<file path="src/rtl/vga_sync_gen_if.sv">
// Signal bundle between the clock divider, the VGA timing generator
// and the pixel renderer.
interface vga_sync_gen_if;
  logic       pixel_rate;
  logic       clk_RING;
  logic       hsync;
  logic       vsync;
  logic       video_on;
  logic [9:0] pixel_x;
  logic [9:0] pixel_y;
  logic       p_tick;
  logic       frame_start;
  logic       blink_on;

  modport master (
    input  pixel_rate, clk_RING,
    output hsync, vsync, video_on,
    output pixel_x, pixel_y,
    output p_tick, frame_start, blink_on
  );

  modport slave (
    output pixel_rate, clk_RING,
    input  hsync, vsync, video_on,
    input  pixel_x, pixel_y,
    input  p_tick, frame_start, blink_on
  );
endinterface

</file>
<file path="src/rtl/vga_sync_gen.sv">
// 640x480@60 VGA timing generator clocked by CLK_NX, advanced by
// rising edges of the divider's pixel_rate enable.
module vga_sync_gen #(
  parameter int H_DISPLAY = 640,
  parameter int H_FRONT   = 16,
  parameter int H_SYNC    = 96,
  parameter int H_BACK    = 48,
  parameter int V_DISPLAY = 480,
  parameter int V_FRONT   = 10,
  parameter int V_SYNC    = 2,
  parameter int V_BACK    = 33
) (
  input  logic CLK_NX,
  input  logic reset,
  vga_sync_gen_if.master bus
);

  localparam int H_TOTAL =
    H_DISPLAY + H_FRONT + H_SYNC + H_BACK;
  localparam int V_TOTAL =
    V_DISPLAY + V_FRONT + V_SYNC + V_BACK;

  localparam logic [9:0] H_LAST = 10'(H_TOTAL - 1);
  localparam logic [9:0] V_LAST = 10'(V_TOTAL - 1);
  localparam logic [9:0] H_VIS  = 10'(H_DISPLAY);
  localparam logic [9:0] V_VIS  = 10'(V_DISPLAY);
  localparam logic [9:0] HS_BEG = 10'(H_DISPLAY + H_FRONT);
  localparam logic [9:0] HS_END =
    10'(H_DISPLAY + H_FRONT + H_SYNC - 1);
  localparam logic [9:0] VS_BEG = 10'(V_DISPLAY + V_FRONT);
  localparam logic [9:0] VS_END =
    10'(V_DISPLAY + V_FRONT + V_SYNC - 1);

  logic       r_pr_d;
  logic [1:0] r_ring_sync;
  logic [9:0] r_x;
  logic [9:0] r_y;
  logic       r_hs;
  logic       r_vs;
  logic       r_von;
  logic       r_pt;
  logic       r_fs;
  logic       r_blink;

  logic       w_tick;
  logic       w_hend;
  logic       w_wrap;
  logic [9:0] w_nx;
  logic [9:0] w_ny;

  always_comb begin
    w_tick = bus.pixel_rate & ~r_pr_d;
    w_hend = (r_x == H_LAST);
    w_wrap = w_hend && (r_y == V_LAST);
    w_nx   = w_hend ? 10'd0 : r_x + 10'd1;
    w_ny   = r_y;
    if (w_hend)
      w_ny = (r_y == V_LAST) ? 10'd0 : r_y + 10'd1;
  end

  // Decodes use the next counter values so they stay aligned with x/y.
  always_ff @(posedge CLK_NX) begin
    if (reset) begin
      r_pr_d      <= 1'b0;
      r_ring_sync <= 2'b00;
      r_x         <= 10'd0;
      r_y         <= 10'd0;
      r_hs        <= 1'b1;
      r_vs        <= 1'b1;
      r_von       <= 1'b0;
      r_pt        <= 1'b0;
      r_fs        <= 1'b0;
      r_blink     <= 1'b0;
    end else begin
      r_pr_d      <= bus.pixel_rate;
      r_ring_sync <= {r_ring_sync[0], bus.clk_RING};
      r_pt        <= w_tick;
      r_fs        <= w_tick & w_wrap;
      if (w_tick) begin
        r_x   <= w_nx;
        r_y   <= w_ny;
        r_hs  <= ~((w_nx >= HS_BEG) && (w_nx <= HS_END));
        r_vs  <= ~((w_ny >= VS_BEG) && (w_ny <= VS_END));
        r_von <= (w_nx < H_VIS) && (w_ny < V_VIS);
        if (w_wrap)
          r_blink <= r_ring_sync[1];
      end
    end
  end

  assign bus.hsync       = r_hs;
  assign bus.vsync       = r_vs;
  assign bus.video_on    = r_von;
  assign bus.pixel_x     = r_x;
  assign bus.pixel_y     = r_y;
  assign bus.p_tick      = r_pt;
  assign bus.frame_start = r_fs;
  assign bus.blink_on    = r_blink;

endmodule

</file>
<file path="src/flat_wrapper.sv">
// flat-port wrapper written by rule: the top's interface ports become plain ports
module vga_sync_gen_flat 
#(
  parameter int H_DISPLAY = 640,
  parameter int H_FRONT   = 16,
  parameter int H_SYNC    = 96,
  parameter int H_BACK    = 48,
  parameter int V_DISPLAY = 480,
  parameter int V_FRONT   = 10,
  parameter int V_SYNC    = 2,
  parameter int V_BACK    = 33
)
  (CLK_NX, reset, bus_pixel_rate, bus_clk_RING, bus_hsync, bus_vsync, bus_video_on, bus_pixel_x, bus_pixel_y, bus_p_tick, bus_frame_start, bus_blink_on);
  vga_sync_gen_if bus_i ();
  input  logic CLK_NX;
  input  logic reset;
  input wire logic [$bits(bus_i.pixel_rate)-1:0] bus_pixel_rate;
  input wire logic [$bits(bus_i.clk_RING)-1:0] bus_clk_RING;
  output wire logic [$bits(bus_i.hsync)-1:0] bus_hsync;
  output wire logic [$bits(bus_i.vsync)-1:0] bus_vsync;
  output wire logic [$bits(bus_i.video_on)-1:0] bus_video_on;
  output wire logic [$bits(bus_i.pixel_x)-1:0] bus_pixel_x;
  output wire logic [$bits(bus_i.pixel_y)-1:0] bus_pixel_y;
  output wire logic [$bits(bus_i.p_tick)-1:0] bus_p_tick;
  output wire logic [$bits(bus_i.frame_start)-1:0] bus_frame_start;
  output wire logic [$bits(bus_i.blink_on)-1:0] bus_blink_on;
  assign bus_i.pixel_rate = bus_pixel_rate;
  assign bus_i.clk_RING = bus_clk_RING;
  assign bus_hsync = bus_i.hsync;
  assign bus_vsync = bus_i.vsync;
  assign bus_video_on = bus_i.video_on;
  assign bus_pixel_x = bus_i.pixel_x;
  assign bus_pixel_y = bus_i.pixel_y;
  assign bus_p_tick = bus_i.p_tick;
  assign bus_frame_start = bus_i.frame_start;
  assign bus_blink_on = bus_i.blink_on;
  vga_sync_gen #(.H_DISPLAY(H_DISPLAY), .H_FRONT(H_FRONT), .H_SYNC(H_SYNC), .H_BACK(H_BACK), .V_DISPLAY(V_DISPLAY), .V_FRONT(V_FRONT), .V_SYNC(V_SYNC), .V_BACK(V_BACK)) u_core (.CLK_NX(CLK_NX), .reset(reset), .bus(bus_i));
endmodule
</file>
<file path="config.mk">
export PLATFORM = sky130hd
export DESIGN_NAME = vga_sync_gen_flat
export DESIGN_NICKNAME = d
export VERILOG_FILES = /design/src/rtl/vga_sync_gen_if.sv /design/src/rtl/vga_sync_gen.sv /design/src/flat_wrapper.sv
export SDC_FILE = /design/constraint.sdc
export NUM_CORES = 1
export LEC_CHECK = 0
export CORE_UTILIZATION = 40
export CTS_CLUSTER_SIZE = 10
export DETAILED_ROUTE_END_ITERATION = 8
export PLACE_DENSITY = 0.61
export SKIP_LAST_GASP = 1
export SLEW_MARGIN = 15
export SYNTH_ARGS = -nofsm -noshare
export SYNTH_HDL_FRONTEND = slang
export SYNTH_SLANG_ARGS = --single-unit
</file>
<file path="constraint.sdc">
create_clock -name CLK_NX -period 2.5 [get_ports CLK_NX]
set_input_delay 0.25 -clock CLK_NX [delete_from_list [all_inputs] [get_ports CLK_NX]]
set_output_delay 0.25 -clock CLK_NX [all_outputs]
set_load 0.01 [all_outputs]
</file>
# After elaboration in Yosys (flattened, before gate mapping)
# Cells that the tools add are included.
dict set report classes {
  mux 3
  eq_ne 2
  bitwise_logic 5
  n_reduce_logical 5
  add_sub_neg 2
  n_lt_le_gt_ge 6
}
# cell count
set op_table {}
lappend op_table {{two-way mux 10 bit} 3}
lappend op_table {{adder 10 x 1 -> 10 bit (second input constant)} 2}
lappend op_table {{equality test 10 bit (second input constant)} 2}
lappend op_table {{greater-or-equal comparator 10 bit (second input constant)} 1}
lappend op_table {{greater-or-equal comparator 10 x 9 -> 1 bit (second input constant)} 1}
lappend op_table {{<= comparator 10 bit (second input constant)} 1}
lappend op_table {{<= comparator 10 x 9 -> 1 bit (second input constant)} 1}
lappend op_table {{less-than comparator 10 bit (second input constant)} 1}
lappend op_table {{less-than comparator 10 x 9 -> 1 bit (second input constant)} 1}
lappend op_table {{logical AND 1 bit} 4}
lappend op_table {{NOT 1 bit} 3}
lappend op_table {{bitwise AND 1 bit} 2}
lappend op_table {{AND reduction 2 bit} 1}
dict set report totals {
  ff_bits 29
  word_cells 33
}

# Logic depth before layout (Yosys ltp)
# Gate-level depths: netlist (run 1).
dict set report depth {
  depth_word 6
  mapped_depth 8
  mapped_depth_nobuf 7
}

# Worst setup path after synthesis (run 1)
# No wires, ideal clock.
dict set report synth_path {
  path_kind {reg2reg}
  from {register u_core.r_x[1], in the netlist u_core.bus.pixel_x[1]}
  to {register u_core.r_von, in the netlist u_core.bus.video_on}
  stages_incl_launch_ff 8
  n_path_buf 1
  slack_ns 0.570
  arrival_ns 1.814
  period_less_slack_ns 1.930
  path_cell_list {dfxtp_1 ha_1 and4_1 buf_2 nand3_1 nor3_1 o2111ai_1 a41o_1}
}
dict set report synth_via {
  elab_chain_len 4
  word_cells_on_any_way 7
  classes_between {1 x add/sub; 2 x order compare; 1 x eq/ne; 2 x mux; 1 x reduce/logical}
}
# element line
set synth_lines {}
lappend synth_lines {{from (decl)} vga_sync_gen.sv:36} ;# logic [9:0] r_x;
lappend synth_lines {{from (signal assigned)} vga_sync_gen.sv:80} ;# r_x <= w_nx;
lappend synth_lines {{adder 10 x 1 -> 10 bit / equality test 10 bit (equally long branches)} {vga_sync_gen.sv:55, vga_sync_gen.sv:53}}
lappend synth_lines {{two-way mux 10 bit (on tied branches)} {vga_sync_gen.sv:55, vga_sync_gen.sv:57}}
lappend synth_lines {{less-than comparator 10 bit / less-than comparator 10 x 9 -> 1 bit (equally long branches)} vga_sync_gen.sv:84} ;# r_von <= (w_nx < H_VIS) && (w_ny < V_VIS);
lappend synth_lines {{logical AND 1 bit (*)} vga_sync_gen.sv:84}
lappend synth_lines {{to (signal assigned)} vga_sync_gen.sv:84}
lappend synth_lines {{to (decl)} vga_sync_gen.sv:40} ;# logic r_von;
# Every way passes the cells marked *; elsewhere a longest branch is shown, timed or not.
# A chain may end at the register's enable or synchronous reset.

# Final worst setup path (run 1)
# Ends and elaborated chain as after synthesis.

==> reports/qor.txt, run 1 <==
crit-path max FO: 7
diodes inserted: 0
die width: 67.30 um
routed length per instance: 15.02 um
TritonCTS buffer count: 5
routed wl met3: 224 um
CTS tree: done
MaxCap Viol Count: 0
Placed Area: 2028 sq um
Comb pwr share: 0.059
Initial Util: 0.4203
Critical Path Source: u_core.bus.pixel_x[1]$_SDFFE_PP0P_
final hold violation count: 0
Switching Share: 0.2294
worst-skew pair later-pin latency: 0.28 ns
clk_skew: 0.004351 ns
Startpoint Class: flop
Port Buffer Count: 29
vias in the first global route: 1451
fin crit share: 0.8541
hold_sp: u_core.r_ring_sync[0]$_SDFF_PP0_
Slowest cell on crit path: dfxtp_1
Arr. time, crit path: 2.32 ns
area of the multi-input gates: 1016 sq um
initial antenna violation count: 0
Final GP Congestion: 0.8617
first-pass GRT wire length: 7224 um
vias per inst: 5.630
GRT Util Overall: 0.2162
CP Class: flop to flop
most numerous cell in the Yosys netlist: dfxtp_1
asr flop ratio synth: 0
Critical R2R Launch: u_core.bus.pixel_x[1]$_SDFFE_PP0P_
GRT overflow: 0
DRC violations left: 0
drt pass-1 iters: 4
core area: 4058 sq um
YS warnings: 0
Die H: 67.30 um
post-CTS setup buffers: 0
CTS sink cnt: 29
Hold Worst Slack: 0.4428 ns
Post-CTS Resized: 0
FF+latch count, synth: 29
root buffer cell: clkbuf_8
dpl ws: 0.3661 ns
post-route ant nets: 0
layout cells sized above 1: 0.09623
Setup violations, final: 0
Reg power frac: 0.463
Largest stage delay, worst path: 0.43 ns
design area: 2143 sq um
distinct cell type count after synthesis: 48
Yosys top cell area share: 0.3404
syn_nets: 222
worst hold path type: flop to flop
met2 WL post-DR: 1839 um
Fillers: 431
Crit path max-delay family: simple AND/OR/NAND/NOR gates
PD cells: 483.2 nW/um^2
Final #Nets: 246
status: finished clean
site row count: 23
setup ws final: 0.3648 ns
Synth-to-Final Area Change: 25.68%
Longest Clk Path Bufs: 2
Detail Placement HPWL: 3055 um
Synth area leader: dfxtp_1
largest net degree at the start of global routing: 29
min Tclk post-route: 2.135 ns
CP Capture Type: flop
Int Pwr: 0.7981 mW
NetSw: 0.2376 mW
Worst VDD drop: 0.0003284 V
RSZ-0062 raised after global routing: false
CP Buf/Inv Count: 0
Highest Signal Layer: met4
number of H-tree levels: 2
Main synth FF type: dfxtp_1
Syn Inst Count: 214
sequential cell area: 580.6 sq um
full die area: 4529 sq um
average size of a mapped cell: 7.969 sq um
Slew HR: 0.6745
final slew viol count: 0
initial detailed-routing violation count: 157
clock power share: 0.478
CP required: 2.68 ns
static leakage: 0.7241 nW
fmax: 468.3 MHz
Worst-path clk slew: 0.07 ns
CTS Hold Bufs: 0
register area share after synthesis: 0.3404
Ports: 30
setup_tns: 0 ns
Mapped Area: 1705 sq um
commonest cells in the netlist: dfxtp_1 (29), nor2_1 (19), a21oi_1 (14)
via count: 1627
Area contributors post-synth: dfxtp_1 (34%), nor2_1 (4.2%), a21oi_1 (4.1%), nand4_1 (3.7%), nand3_1 (3.2%)
critical-path cell list: ha_1 > and4_1 > nand3_1 > nor3_1 > o2111ai_1 > a41o_1
Slew @ Worst Pin: 0.4838 ns
Post-synth EDFFs: 0
WL met1: 2196 um
DRT Wirelength: 4342 um
worst paths after layout:
path	end	depth (start not counted)	slack [ns]
max	u_core.bus.video_on$_SDFFE_PP0P_	6	0.36
min	u_core.r_ring_sync[1]$_SDFF_PP0_	1	0.44
max reg2reg	u_core.bus.video_on$_SDFFE_PP0P_	6	0.36
min reg2reg	u_core.r_ring_sync[1]$_SDFF_PP0_	1	0.44
logic make-up after synthesis:
family,after synthesis,synth area share
simple gates,94,0.3096
compound gates,52,0.2040
flops,29,0.3404
buf+inv,25,0.06383
xor+xnor,8,0.04109
fa+ha+maj,4,0.02935
mux,2,0.01174
power by group through the flow:
stage | Combinational (mW) | Sequential [mW] | Clock, mW
2_1_floorplan | 0.0305 | 0.491 | 0
3_3_place_gp | 0.0614 | 0.490 | 0
3_5_place_dp | 0.0615 | 0.490 | 0
4_1_cts | 0.0618 | 0.479 | 0.507
5_1_grt | 0.0665 | 0.481 | 0.536
6_report | 0.0611 | 0.480 | 0.495
routing by layer:
layer | track usage | vias to the layer above
met2 | 0.3038 | 42
met4 | 0.09309 | 0
li1 | - | 837
met3 | 0.06757 | 7
met5 | 0 | -
met1 | 0.2996 | 741
area by class of cell:
cell class	count	area share
inverters	5	0.008757
clock inverters	3	0.02160
well taps	50	0.02919
repair buffers	37	0.1635
flip-flops and latches	29	0.2709
multi-input cells	160	0.4740
clock buffers	5	0.03211
through the flow:
step                  util  power [mW]  instances
finish              0.5282       1.036        289
global route        0.5282       1.083        289
CTS                 0.5282       1.049        289
detailed placement  0.4998      0.5515        281
global placement    0.4998      0.5512        281
floorplan                -      0.5218        214
layout by cell type (no fill, tap or decap), types with 6 or more instances in the layout:
master | Yosys | routed
clkdlybuf4s50_1 | 0 | 29
nand3_1 | 11 | 11
nand4_1 | 10 | 10
nor2_1 | 19 | 19
buf_4 | 0 | 8
o21ai_0 | 11 | 11
dfxtp_1 | 29 | 29
nand2_1 | 13 | 13
nor2b_1 | 6 | 6
a21oi_1 | 14 | 14
nor3_1 | 6 | 6
sequential cells by signal (all words and copies together) (netlist names):
name and cells:
u_core.bus.frame_start 1, u_core.r_ring_sync 2, u_core.r_pr_d 1, u_core.bus.hsync 1, u_core.bus.pixel_y 10, u_core.bus.blink_on 1
u_core.bus.vsync 1, u_core.bus.video_on 1, u_core.bus.pixel_x 10, u_core.bus.p_tick 1
Note: power is estimated with default switching activity, not from simulation.
==> run 2: changes to the inputs <==
--- a/config.mk
+++ b/config.mk
@@ -9,6 +9,7 @@
 export CTS_CLUSTER_SIZE = 10
 export DETAILED_ROUTE_END_ITERATION = 8
 export PLACE_DENSITY = 0.61
+export RECOVER_POWER = 50
 export SKIP_LAST_GASP = 1
 export SLEW_MARGIN = 15
 export SYNTH_ARGS = -nofsm -noshare
==> run 2 against run 1 <==
  * Cell count did not move
  * Flip-flop and latch count did not move
  * Sequential power barely moved
  * Combinational power fell by 5.7%
  * Clock power barely moved
  * Routed wire length barely moved
  * Power fell by 0.39%
  * Count of clock-buffer cells in the layout did not move
  * First-iteration DRC count fell by 8.3%
  * Critical path depth did not move
  * Die area did not move
  * Non-clock buffer count did not move
==> reports/qor.txt, run 2 (synthesis gave the netlist of run 1 again) <==
critical-path cell list: ha_1 > and4_1 > nand3_1 > nor3_1 > o2111ai_1 > a41o_1 (unchanged)
Worst-path clk slew: 0.07 ns (about the same)
Final GP Congestion: 0.8617 (unchanged)
Critical Path Source: u_core.bus.pixel_x[1]$_SDFFE_PP0P_ (unchanged)
Worst VDD drop: 0.0003204 V (was 0.0003284 V)
CP Buf/Inv Count: 0 (unchanged)
RSZ-0062 raised after global routing: false (unchanged)
Hold Worst Slack: 0.4428 ns (about the same)
Port Buffer Count: 29 (unchanged)
routed length per instance: 15.02 um (about the same)
Cells on Worst Hold Path: 1 (unchanged)
Crit path max-delay family: simple AND/OR/NAND/NOR gates (unchanged)
Hold EP: u_core.r_ring_sync[1]$_SDFF_PP0_ (unchanged)
initial detailed-routing violation count: 144 (was 157)
CP Capture Type: flop (unchanged)
drt pass-1 iters: 4 (unchanged)
final slew viol count: 0 (unchanged)
Arr. time, crit path: 2.31 ns (was 2.32 ns)
post-route ant nets: 0 (unchanged)
DRT Wirelength: 4341 um (was 4342 um)
Placed Area: 2028 sq um (unchanged)
reg2reg end: u_core.bus.video_on$_SDFFE_PP0P_ (unchanged)
Die H: 67.30 um (unchanged)
r2r setup slk: 0.37 ns (was 0.36 ns)
Detail Placement HPWL: 3055 um (unchanged)
GRT Util Overall: 0.2162 (unchanged)
met2 WL post-DR: 1830 um (was 1839 um)
post-CTS setup buffers: 0 (unchanged)
Initial Util: 0.4203 (unchanged)
via count: 1635 (was 1627)
CTS tree: done (unchanged)
Longest Clk Path Bufs: 2 (unchanged)
static leakage: 0.7734 nW (was 0.7241 nW)
diodes inserted: 0 (unchanged)
routed wl met3: 217 um (was 224 um)
Ports: 30 (unchanged)
Post-CTS Resized: 0 (unchanged)
vias per inst: 5.657 (was 5.630)
Worst Reg2Reg Path Length in Cells: 6 (unchanged)
Largest stage delay, worst path: 0.43 ns (about the same)
most frequent cells in the layout: dfxtp_1 (29), dlygate4sd3_1 (22), nor2_1 (19), a21oi_1 (14), nand2_1 (13) (was clkdlybuf4s50_1 (29), dfxtp_1 (29), nor2_1 (19), a21oi_1 (14), nand2_1 (13))
site row count: 23 (unchanged)
number of H-tree levels: 2 (unchanged)
GRT overflow: 0 (unchanged)
final hold violation count: 0 (unchanged)
worst-skew pair later-pin latency: 0.28 ns (about the same)
min Tclk post-route: 2.130 ns (was 2.135 ns)
root buffer cell: clkbuf_8 (unchanged)
WL met1: 2211 um (was 2196 um)
die width: 67.30 um (unchanged)
DRC violations left: 0 (unchanged)
MaxCap Viol Count: 0 (unchanged)
CP required: 2.68 ns (about the same)
first-pass GRT wire length: 7224 um (unchanged)
Highest Signal Layer: met4 (unchanged)
status: finished clean (unchanged)
setup_tns: 0 ns (unchanged)
crit-path max FO: 7 (unchanged)
core area: 4058 sq um (unchanged)
Final #Nets: 246 (unchanged)
clk_skew: 0.004766 ns (was 0.004351 ns)
design area: 2140 sq um (was 2143 sq um)
fmax: 469.5 MHz (was 468.3 MHz)
Critical R2R Launch: u_core.bus.pixel_x[1]$_SDFFE_PP0P_ (unchanged)
initial antenna violation count: 0 (unchanged)
worst hold path type: flop to flop (unchanged)
Slew HR: 0.1669 (was 0.6745)
Slew @ Worst Pin: 1.250 ns (was 0.4838 ns)
CTS Hold Bufs: 0 (unchanged)
CTS sink cnt: 29 (unchanged)
layout cells sized above 1: 0.09205 (was 0.09623)
hold_sp: u_core.r_ring_sync[0]$_SDFF_PP0_ (unchanged)
Final Core Density: 0.5273 (was 0.5282)
Synth-to-Final Area Change: 25.46% (was 25.68%)
vias in the first global route: 1451 (unchanged)
Startpoint Class: flop (unchanged)
CP Class: flop to flop (unchanged)
Slowest cell on crit path: dfxtp_1 (unchanged)
fin crit share: 0.8520 (was 0.8541)
PD cells: 482.1 nW/um^2 (was 483.2 nW/um^2)
largest net degree at the start of global routing: 29 (unchanged)
TritonCTS buffer count: 5 (unchanged)
Setup violations, final: 0 (unchanged)
most common cell after layout, fill and taps aside: dfxtp_1
full die area: 4529 sq um (unchanged)
## run 2: cell types whose count changed in the layout (fill, tap and decap cells not counted)
cell,change
clkdlybuf4s50_1,-22
dlygate4sd3_1,+22
buf_4,-1
clkbuf_1,+1
## run 2: worst max-delay path by stage
stage / end / cells after the start
after global routing: u_core.bus.video_on$_SDFFE_PP0P_ / 6
final: u_core.bus.video_on$_SDFFE_PP0P_ / 6
after detailed placement: u_core.bus.video_on$_SDFFE_PP0P_ / 6
after global placement: u_core.bus.video_on$_SDFFE_PP0P_ / 6
after floorplan: u_core.bus.video_on$_SDFFE_PP0P_ / 7
after CTS: u_core.bus.video_on$_SDFFE_PP0P_ / 6
## run 2: power breakdown
part	switching [mW]	internal [mW]
clock network	0.197	0.298
registers	0.00851	0.471
logic	0.0318	0.0257
total	0.237	0.794
## run 2: per-stage QoR
step                instances  total power, mW  setup slack (ns)
global route              289            1.079            0.1483
detailed placement        281           0.5515            0.3661
global placement          281           0.5512            0.4433
CTS                       289            1.049            0.3611
finish                    289            1.032            0.3701
floorplan                 214           0.5218            0.5700
## run 2: area by class of cell
| cell class | count | area [sq um] |
|---|---|---|
| clock inverter | 3 | 46.29 |
| multi-input combinational | 160 | 1016 |
| tap | 50 | 62.56 |
| inverter | 5 | 18.77 |
| fill | 432 | 1918 |
| timing repair buffer | 37 | 346.6 |
| sequential | 29 | 580.6 |
| clock buffer | 5 | 68.82 |
## run 2: layer usage
layer  track usage  vias to the layer above
met2        0.3038                       41
li1              -                      836
met1        0.2996                      751
met5             0                        -
met4       0.09309                        0
met3       0.06757                        7
